## config.mk

```make
export PLATFORM = sky130hd
export DESIGN_NAME = codec_config_sequencer
export DESIGN_NICKNAME = d
export VERILOG_FILES = /design/src/rtl/codec_cfg_pkg.sv /design/src/rtl/codec_config_sequencer_timer.sv /design/src/rtl/codec_config_sequencer.sv
export SDC_FILE = /design/constraint.sdc
export NUM_CORES = 1
export LEC_CHECK = 0
export ABC_AREA = 1
export CAP_MARGIN = 5
export CORE_ASPECT_RATIO = 1.5
export CORE_MARGIN = 2
export CORE_UTILIZATION = 30
export CTS_BUF_LIST = sky130_fd_sc_hd__clkbuf_4 sky130_fd_sc_hd__clkbuf_8
export DETAILED_ROUTE_END_ITERATION = 8
export PLACE_DENSITY_LB_ADDON = 0.2
export SLEW_MARGIN = 20
export SYNTH_ARGS = -nofsm -noshare
export SYNTH_HDL_FRONTEND = slang
export SYNTH_HIERARCHICAL = 1
export SYNTH_SLANG_ARGS = --single-unit
```

## constraint.sdc

```tcl
create_clock -name clk -period 2.67 [get_ports clk]
set_input_delay 0.534 -clock clk [delete_from_list [all_inputs] [get_ports clk]]
set_output_delay 0.534 -clock clk [all_outputs]
set_load 0.02 [all_outputs]
```

## src/rtl/codec_cfg_pkg.sv

```systemverilog
// Shared types, codec register map and the power-up init table for the codec
// configuration sequencer.
package codec_cfg_pkg;

    typedef enum logic [3:0] {
        StIdle,
        StPwrup,
        StLoad,
        StIssue,
        StWait,
        StCheck,
        StGap,
        StDone,
        StError
    } state_e;

    // Codec register addresses (7-bit)
    localparam logic [6:0] R_LLINE  = 7'd0;
    localparam logic [6:0] R_RLINE  = 7'd1;
    localparam logic [6:0] R_LHP    = 7'd2;
    localparam logic [6:0] R_RHP    = 7'd3;
    localparam logic [6:0] R_APATH  = 7'd4;
    localparam logic [6:0] R_DPATH  = 7'd5;
    localparam logic [6:0] R_PWR    = 7'd6;
    localparam logic [6:0] R_IFACE  = 7'd7;
    localparam logic [6:0] R_SRATE  = 7'd8;
    localparam logic [6:0] R_ACTIVE = 7'd9;
    localparam logic [6:0] R_RESET  = 7'd15;

    // Init table entry idx as a {reg_addr, reg_data} word
    function automatic logic [15:0] init_word(input logic [3:0] idx);
        case (idx)
            4'd0:    init_word = {R_RESET,  9'h000};
            4'd1:    init_word = {R_LLINE,  9'h017};
            4'd2:    init_word = {R_RLINE,  9'h017};
            4'd3:    init_word = {R_LHP,    9'h079};
            4'd4:    init_word = {R_RHP,    9'h079};
            4'd5:    init_word = {R_APATH,  9'h012};
            4'd6:    init_word = {R_DPATH,  9'h000};
            4'd7:    init_word = {R_PWR,    9'h000};
            4'd8:    init_word = {R_IFACE,  9'h042};
            4'd9:    init_word = {R_SRATE,  9'h000};
            4'd10:   init_word = {R_ACTIVE, 9'h001};
            default: init_word = 16'h0000;
        endcase
    endfunction

    // Headphone volume: both channels, no zero-cross detect
    function automatic logic [15:0] vol_word(input logic [6:0] level);
        vol_word = {R_LHP, 1'b1, 1'b0, level};
    endfunction

endpackage

```

## src/rtl/codec_config_sequencer_timer.sv

```systemverilog
// Loadable down-counter with a zero flag; times both the power-up wait and the
// inter-word gap. Counter parks at zero.
module codec_cfg_timer #(
    parameter int unsigned WIDTH     = 16,
    parameter int unsigned RESET_VAL = 0
) (
    input  logic             clk,
    input  logic             reset,
    input  logic             load,
    input  logic [WIDTH-1:0] load_val,
    output logic             zero
);

    logic [WIDTH-1:0] count;

    // Reload while idle, otherwise count down to zero and hold
    always_ff @(posedge clk) begin
        if (!reset) begin
            count <= WIDTH'(RESET_VAL);
        end else if (load) begin
            count <= load_val;
        end else if (count != '0) begin
            count <= count - WIDTH'(1);
        end
    end

    assign zero = (count == '0);

endmodule

```

## src/rtl/codec_config_sequencer.sv

```systemverilog
// Sole master of the codec I2C word writer: replays the init table after
// power-up, then services headphone-volume writes, with ACK retry and error
// reporting.
module codec_config_sequencer
    import codec_cfg_pkg::*;
#(
    parameter int unsigned CLK_HZ         = 50_000_000,
    parameter int unsigned POWERUP_CYCLES = CLK_HZ / 1000,
    parameter int unsigned GAP_CYCLES     = CLK_HZ / 25_000,
    parameter int unsigned MAX_RETRY      = 3,
    parameter int unsigned NUM_REGS       = 11
) (
    input  logic        clk,
    input  logic        reset,
    input  logic        start,
    input  logic        vol_req,
    input  logic [6:0]  vol_level,
    output logic [15:0] wr_word,
    output logic        wr_go,
    input  logic        wr_done,
    input  logic [2:0]  wr_ack,
    output logic        busy,
    output logic        config_done,
    output logic        error,
    output logic [3:0]  err_index
);

    localparam int unsigned MaxCycles =
        (POWERUP_CYCLES > GAP_CYCLES) ? POWERUP_CYCLES : GAP_CYCLES;
    localparam int unsigned TimerW = $clog2(MaxCycles) + 1;
    localparam int unsigned RetryW = (MAX_RETRY > 0) ? $clog2(MAX_RETRY + 1) : 1;

    // Loaded with N-1 so the timed state lasts exactly N cycles
    localparam logic [TimerW-1:0] PwrupLoad = TimerW'(POWERUP_CYCLES - 1);
    localparam logic [TimerW-1:0] GapLoad   = TimerW'(GAP_CYCLES - 1);
    localparam logic [RetryW-1:0] MaxRetry  = RetryW'(MAX_RETRY);
    localparam logic [3:0]        LastIdx   = 4'(NUM_REGS - 1);

    state_e             state;
    logic [3:0]         idx;
    logic [RetryW-1:0]  retry;
    logic               retrying;
    logic               is_vol;
    logic               vol_pending;
    logic [6:0]         vol_level_q;
    logic [2:0]         ack_q;
    logic               timer_load;
    logic               timer_zero;
    logic [TimerW-1:0]  timer_val;

    // Timer is held at its preload outside the two timed states
    always_comb begin
        timer_load = (state != StPwrup) && (state != StGap);
        timer_val  = (state == StCheck) ? GapLoad : PwrupLoad;
    end

    codec_cfg_timer #(
        .WIDTH     (TimerW),
        .RESET_VAL (POWERUP_CYCLES - 1)
    ) u_timer (
        .clk      (clk),
        .reset    (reset),
        .load     (timer_load),
        .load_val (timer_val),
        .zero     (timer_zero)
    );

    // Sequencer FSM with registered writer and status outputs
    always_ff @(posedge clk) begin
        if (!reset) begin
            state       <= StPwrup;
            wr_word     <= '0;
            wr_go       <= 1'b0;
            busy        <= 1'b0;
            config_done <= 1'b0;
            error       <= 1'b0;
            err_index   <= '0;
            idx         <= '0;
            retry       <= '0;
            retrying    <= 1'b0;
            is_vol      <= 1'b0;
            vol_pending <= 1'b0;
            vol_level_q <= '0;
            ack_q       <= '0;
        end else begin
            busy <= 1'b1;
            case (state)
                StPwrup: begin
                    if (timer_zero) begin
                        idx    <= '0;
                        is_vol <= 1'b0;
                        state  <= StLoad;
                    end
                end
                StLoad: begin
                    wr_word  <= is_vol ? vol_word(vol_level_q) : init_word(idx);
                    if (is_vol) begin
                        vol_pending <= 1'b0;
                    end
                    retry    <= '0;
                    retrying <= 1'b0;
                    state    <= StIssue;
                end
                StIssue: begin
                    wr_go <= 1'b1;
                    state <= StWait;
                end
                StWait: begin
                    if (wr_done) begin
                        ack_q <= wr_ack;
                        state <= StCheck;
                    end
                end
                StCheck: begin
                    wr_go <= 1'b0;
                    if (ack_q == 3'b111) begin
                        retrying <= 1'b0;
                        state    <= StGap;
                    end else if (retry < MaxRetry) begin
                        retry    <= retry + RetryW'(1);
                        retrying <= 1'b1;
                        state    <= StGap;
                    end else begin
                        error     <= 1'b1;
                        err_index <= is_vol ? 4'hF : idx;
                        busy      <= 1'b0;
                        state     <= StError;
                    end
                end
                StGap: begin
                    if (timer_zero) begin
                        if (retrying) begin
                            state <= StIssue;
                        end else if (!is_vol && idx != LastIdx) begin
                            idx   <= idx + 4'd1;
                            state <= StLoad;
                        end else begin
                            if (!is_vol) begin
                                config_done <= 1'b1;
                            end
                            if (vol_pending) begin
                                is_vol <= 1'b1;
                                state  <= StLoad;
                            end else begin
                                busy  <= 1'b0;
                                state <= StDone;
                            end
                        end
                    end
                end
                StDone: begin
                    if (start) begin
                        // Rerunning the table: config is no longer known-good
                        config_done <= 1'b0;
                        state       <= StPwrup;
                    end else if (vol_pending) begin
                        is_vol <= 1'b1;
                        state  <= StLoad;
                    end else begin
                        busy <= 1'b0;
                    end
                end
                StError: begin
                    if (start) begin
                        error       <= 1'b0;
                        config_done <= 1'b0;
                        state       <= StPwrup;
                    end else begin
                        busy <= 1'b0;
                    end
                end
                default: state <= StPwrup;
            endcase
            // Placed last so a new request beats the pending-clear in StLoad
            if (vol_req) begin
                vol_pending <= 1'b1;
                vol_level_q <= vol_level;
            end
        end
    end

endmodule

```

==> out/qor.csv, run 1 <==
stage,metric,value,unit
status,status,finished clean,
logic_synthesis,syn_area,0.00359,mm^2
timing,fmax,428,MHz
power_and_ir_drop,power_leakage,1.93,nW
cts,numCtsBuffers,9,
run,cap_viol_max_count,0,
grt,top_usage_layer,met2,
timing,fin_skew,0.00766,ns
timing,fin_crit_sh,0.875,
worst_setup_path,cp.arrival,2.59,ns
cts,hold_buffers,0,
logic_synthesis,ys_types,41,
grt,grt.met2_usage,0.291,
logic_synthesis,syn_avg_cell_area,6.97,um^2
placement,portBuffers,34,
placement,place_hpwl,6990,um
grt,grt_max_degree,29,
worst_setup_path,crit_required,2.92,ns
placement,routabilityCongestion,0.903,
cts,tritoncts,done,
floorplanning,die_w,93.3,um
logic_synthesis,synthTopCellsByArea,"dfxtp_1 39%, nand2_1 14%, nor2_1 7.3%, nand3_1 5.0%, inv_1 4.6%",
power_and_ir_drop,vdd_ir_drop_max,0.000381,V
drt,wl,9310,um
hold_path,hp-class,reg -> reg,
drt,via_per_inst,4.62,
layout,n_antenna_cell,0,
worst_setup_path,critPathKind,reg -> reg,
worst_setup_path,reg2reg_from,u_timer/count[0],
grt,use_met3,0.0304,
logic_synthesis,synth_compound_area_frac,0.140,
timing,fin_crit,2.34,ns
grt,grt_pass1_vias,3287,
layout,fillers,1209,
grt,antenna_found_initial,0,
logic_synthesis,synthTopCellsByCount,"138 x nand2_1, 70 x dfxtp_1, 70 x nor2_1, 44 x inv_1, 36 x nand3_1",
logic_synthesis,yosysTopAreaCell,dfxtp_1,
layout,final_nets,593,
logic_synthesis,synth_fa_ha_area_frac,0.0314,
worst_setup_path,end_kind,flip-flop,
worst_setup_path,crit_fanout,6,
cts,clock_sinks,70,
layout,drive_above_1_share,0.117,
floorplanning,fp.dieH,138,um
logic_synthesis,yosysTopAreaCellShare,0.391,
cts,ctsHtreeMaxLevel,3,
floorplanning,initial_utilization,0.309,
timing,hold_violations,0,
grt,overflow,0,
logic_synthesis,synth_top_family_by_area,simple AND/OR/NAND/NOR gates,
cts,path_clk_slew,0.08,ns
worst_setup_path,cp-startpoint,u_timer/count[0],
grt,grt_pass1_wl,15200,um
drt,postRouteAntennaNets,0,
logic_synthesis,ys.flop_type,dfxtp_1,
grt,track_usage,0.154,
power_and_ir_drop,power_density,845,mW/mm^2
cts,insertion_delay,0.36,ns
drt,firstDrtPassIters,4,
timing,fin_hold_ws,0.469,ns
worst_setup_path,worstSetupStartpointType,flip-flop,
logic_synthesis,synth_edf_count,0,
logic_synthesis,synth_mux_area_frac,0.00279,
timing,setup_viol,0,
drt,drc_errors,0,
hold_path,worstHoldStart,ack_q[2],
timing,slew_violations,0,
drt,vias,3343,
timing,rsz0062_at_grt,false,
floorplanning,std_cell_rows,48,
logic_synthesis,ys_seq_area_frac,0.391,
cts,clock-root-buffer,clkbuf_8,
grt,use_met1,0.153,
logic_synthesis,ys_async_sr_fraction,0,
floorplanning,dieArea,0.0129,mm^2
floorplanning,core_area,0.0116,mm^2
logic_synthesis,yosys.area_share.simple,0.354,
drt,drt-initial-drc-count,97,
floorplanning,ios,39,
logic_synthesis,synth.most_common_cell,nand2_1,
layout,area_delta_synth_final,23.1,%
logic_synthesis,synth_seq_cells,70,
logic_synthesis,synth_xor_area_frac,0.00244,
cts,ctsLongestPathBuffers,2,
drt,wl_per_cell,12.9,um
logic_synthesis,ys_warn_count,6,
timing,tns,0,ns
logic_synthesis,syn_inst,515,
-- worst max-delay path, stage by stage, from the launching register on --
cell and delay (ns):
dfxtp_1 0.32, inv_2 0.09, ha_2 0.22, nand2_2 0.11, nor2_8 0.13, nand4_4 0.10, nor2_4 0.10, nand2_1 0.07
inv_2 0.10, nand2_4 0.08, inv_2 0.07, o21ai_2 0.07, nor2_2 0.15, inv_1 0.09, ha_1 0.24, nand4_1 0.12
nand2_1 0.06, nand2_1 0.07, nand2_1 0.05
-- cell families (layout without fill, tap and decap cells) --
kind of cell / count (synthesis) / count (layout)
other: 2 / 17
flip-flops: 70 / 70
AO/OA/AOI/OAI: 88 / 88
adder cells (fa/ha/maj): 9 / 9
buffers and inverters: 67 / 111
AND/OR/NAND/NOR: 277 / 277
XOR/XNOR: 1 / 1
multiplexers: 1 / 1
-- final cells by class --
type	instances	area [um^2]	share of cell area
multi-input combinational	393	1970	0.446
sequential	70	1400	0.317
timing repair buffer	43	408	0.0924
inverter	52	200	0.0453
tap	150	188	0.0425
clock inverter	7	125	0.0283
clock buffer	9	124	0.0280
-- cell usage in the layout (no fill, tap or decap), types with 3 or more instances in the layout --
cell / n
a21oi_1: 27
a22oi_1: 3
a31oi_1: 12
buf_4: 9
bufinv_16: 3
clkbuf_8: 9
clkdlybuf4s50_1: 34
conb_1: 17
dfxtp_1: 70
ha_1: 8
inv_1: 42
inv_2: 9
inv_6: 4
nand2_1: 138
nand2_2: 5
nand3_1: 36
nand4_1: 4
nor2_1: 69
nor2_2: 7
nor2_4: 3
o21ai_0: 32
o21ai_1: 6
-- what timing repair did --
| item | CTS | global route |
|---|---|---|
| setup buffers | 0 | 0 |
| hold endpoints to repair | 0 | 0 |
| resized for setup | 0 | 4 |
| setup endpoints to repair | 0 | 9 |
-- report_power, final --
group	total, mW	internal, mW	leakage [nW]	switching [mW]
combinational	1.31	0.460	1.24	0.846
clock	1.07	0.633	0.125	0.439
sequential	1.36	1.20	0.571	0.153
total	3.73	2.30	1.93	1.44
-- through the flow --
step / instance area (um^2) / setup WS (ns) / total power, mW / instances / utilization
floorplan: 3640 / 0.258 / 2.33 / 530 / -
global placement: 4160 / 0.208 / 2.67 / 708 / 0.359
detailed placement: 4160 / 0.129 / 2.69 / 708 / 0.359
CTS: 4410 / 0.118 / 3.78 / 724 / 0.381
global route: 4420 / 0.0437 / 4.04 / 724 / 0.381
finish: 4420 / 0.333 / 3.73 / 724 / 0.381
-- path summary, 6_finish.rpt --
path / end / slack [ns] / depth (start not counted)
min: ack_q[2] / 0.47 / 2
max: flip-flop / 0.33 / 18
min reg2reg: ack_q[2] / 0.47 / 2
max reg2reg: flip-flop / 0.33 / 18
-- layer usage --
metal / share of wire / vias up
met2: 0.54 / 58
met3: 0.027 / 26
li1: - / 1753
met5: 0 / -
met4: 0.038 / 0
met1: 0.40 / 1506
Note: power is estimated with default switching activity, not from simulation.
==> inputs of run 2 (changes only) <==
- CAP_MARGIN: 5 -> 20
- CORE_MARGIN: 2 -> 10
==> run 2 against run 1 <==
Net effect: worst hold slack got worse by 0.0040 ns; combinational power about the same; sequential cell count unchanged; core utilization decreased by 0.52 points; largest cell class unchanged; highest routed layer unchanged.
==> out/qor.csv, run 2 (synthesis results as in run 1) <==
stage,metric,value,unit,change
status,status,finished clean,,
floorplanning,dieArea,0.0168,mm^2,+31%
timing,fin_crit_sh,0.890,,+0.0142
drt,via_per_inst,4.63,,+0.26%
timing,fmax,421,MHz,-1.6%
floorplanning,std_cell_rows,48,,unchanged
power_and_ir_drop,vdd_ir_drop_max,0.000346,V,-9.3%
worst_setup_path,worstSetupStartpointType,flip-flop,,
layout,area_delta_synth_final,21.5,%,
run,cap_viol_max_count,0,,unchanged
cts,ctsLongestPathBuffers,2,,unchanged
drt,postRouteAntennaNets,0,,unchanged
grt,grt_max_degree,28,,-3.4%
grt,track_usage,0.122,,-0.0318
layout,n_antenna_cell,0,,unchanged
power_and_ir_drop,power,3.51,mW,-6.0%
timing,rsz0062_at_grt,false,,
floorplanning,core_area,0.0116,mm^2,unchanged
timing,hold_violations,0,,unchanged
drt,wl,9530,um,+2.4%
drt,drc_errors,0,,unchanged
cts,numCtsBuffers,9,,unchanged
worst_setup_path,critPathKind,reg -> reg,,
cts,ctsHtreeMaxLevel,3,,unchanged
cts,tritoncts,done,,
drt,vias,3347,,+0.12%
timing,tns,0,ns,unchanged
layout,final_nets,592,,-0.17%
timing,slew_violations,0,,unchanged
timing,setup_viol,0,,unchanged
placement,place_hpwl,7270,um,+4.1%
worst_setup_path,crit_fanout,6,,unchanged
placement,placedCellCount,707,,-0.14%
worst_setup_path,cp.arrival,2.63,ns,+0.04 ns
drt,firstDrtPassIters,4,,unchanged
layout,final_common_cell,nand2_1,,
timing,fin_crit,2.38,ns,+0.0378 ns
grt,overflow,0,,unchanged
drt,wl_per_cell,13.2,um,+2.6%
power_and_ir_drop,power_density,806,mW/mm^2,-4.7%
grt,antenna_found_initial,0,,unchanged
layout,drive_above_1_share,0.115,,-0.00154
floorplanning,fp.dieH,154,um,+12%
drt,drt-initial-drc-count,130,,+34%
worst_setup_path,end_kind,flip-flop,,
floorplanning,ios,39,,unchanged
placement,routabilityCongestion,0.917,,+1.5%
cts,clock_sinks,70,,unchanged
floorplanning,die_w,109,um,+17%
cts,path_clk_slew,0.08,ns,about the same
timing,fin_skew,0.0120,ns,+0.00430 ns
grt,grt_pass1_vias,3444,,+4.8%
cts,clock-root-buffer,clkbuf_8,,
layout,stdcell_count,723,,-0.14%
hold_path,hp-class,reg -> reg,,
layout,final_cell_mix,"138 x nand2_1, 70 x dfxtp_1, 69 x nor2_1",,
placement,portBuffers,34,,unchanged
cts,insertion_delay,0.36,ns,about the same
cts,postCtsSetupBuffers,0,,unchanged
floorplanning,initial_utilization,0.309,,unchanged
grt,grt_pass1_wl,16200,um,+7.0%
power_and_ir_drop,power_leakage,1.90,nW,-1.8%
worst_setup_path,crit_required,2.92,ns,about the same
-- run 2: metal layers --
| layer | vias up | global-route usage | share of wire |
|---|---|---|---|
| met5 | - | 0 | 0 |
| met4 | 0 | 0.0622 | 0.026 |
| met3 | 19 | 0.0289 | 0.032 |
| met2 | 52 | 0.230 | 0.55 |
| met1 | 1519 | 0.118 | 0.39 |
| li1 | 1757 | - | - |
-- run 2: worst max-delay path, stage by stage (launching register included) --
cell and delay, ns:
dfxtp_1 0.32, inv_2 0.09, ha_2 0.22, nand2_2 0.11, nor2_8 0.13, nand4_4 0.10, nor2_4 0.11, nand2_1 0.07
inv_2 0.10, nand2_4 0.08, inv_2 0.07, o21ai_2 0.07, nor2_2 0.16, inv_1 0.09, ha_1 0.24, nand4_1 0.12
nand2_1 0.06, nand2_1 0.06, nand2_1 0.05
-- run 2: through the flow --
step | cell area, um^2 | setup slack [ns] | hold WS, ns | util
2_1_floorplan | 3640 | 0.258 | 0.440 | -
6_report | 4360 | 0.295 | 0.465 | 0.376
3_5_place_dp | 4160 | 0.145 | 0.454 | 0.358
5_1_grt | 4360 | 0.0625 | 0.493 | 0.376
4_1_cts | 4350 | 0.125 | 0.467 | 0.375
3_3_place_gp | 4160 | 0.194 | 0.452 | 0.358
-- run 2: final cells by class --
class                   instances  area, um^2
fillers                      1243        7230
repair buffers                 42         400
multi-input cells             393        1970
inverters                      52         200
flip-flops and latches         70        1400
clock inverters                 7        72.6
well taps                     150         188
clock buffers                   9         124
-- run 2: path summary, 6_finish.rpt --
path                     from        end  slack, ns  cells after the start
min                  ack_q[2]   ack_q[2]       0.47                      2
max          u_timer/count[0]  flip-flop       0.29                     18
min reg2reg          ack_q[2]   ack_q[2]       0.47                      2
max reg2reg  u_timer/count[0]  flip-flop       0.29                     18
-- run 2: repair_timing --
| item | CTS | global route |
|---|---|---|
| resized for setup | 0 | 4 |
| hold buffers | 0 | 0 |
| endpoints found under the setup margin | 0 | 7 |
-- run 2: report_power, final --
| group | switching, mW | total, mW | internal, mW |
|---|---|---|---|
| clock | 0.426 | 0.858 | 0.432 |
| combinational | 0.837 | 1.30 | 0.458 |
| sequential | 0.154 | 1.36 | 1.20 |
==> inputs of run 3 (changes only) <==
- ABC_CLOCK_PERIOD_IN_PS: unset -> 2670
==> results of run 3 <==
Same layout as run 2: the final DEF is identical, and so are final timing and power.
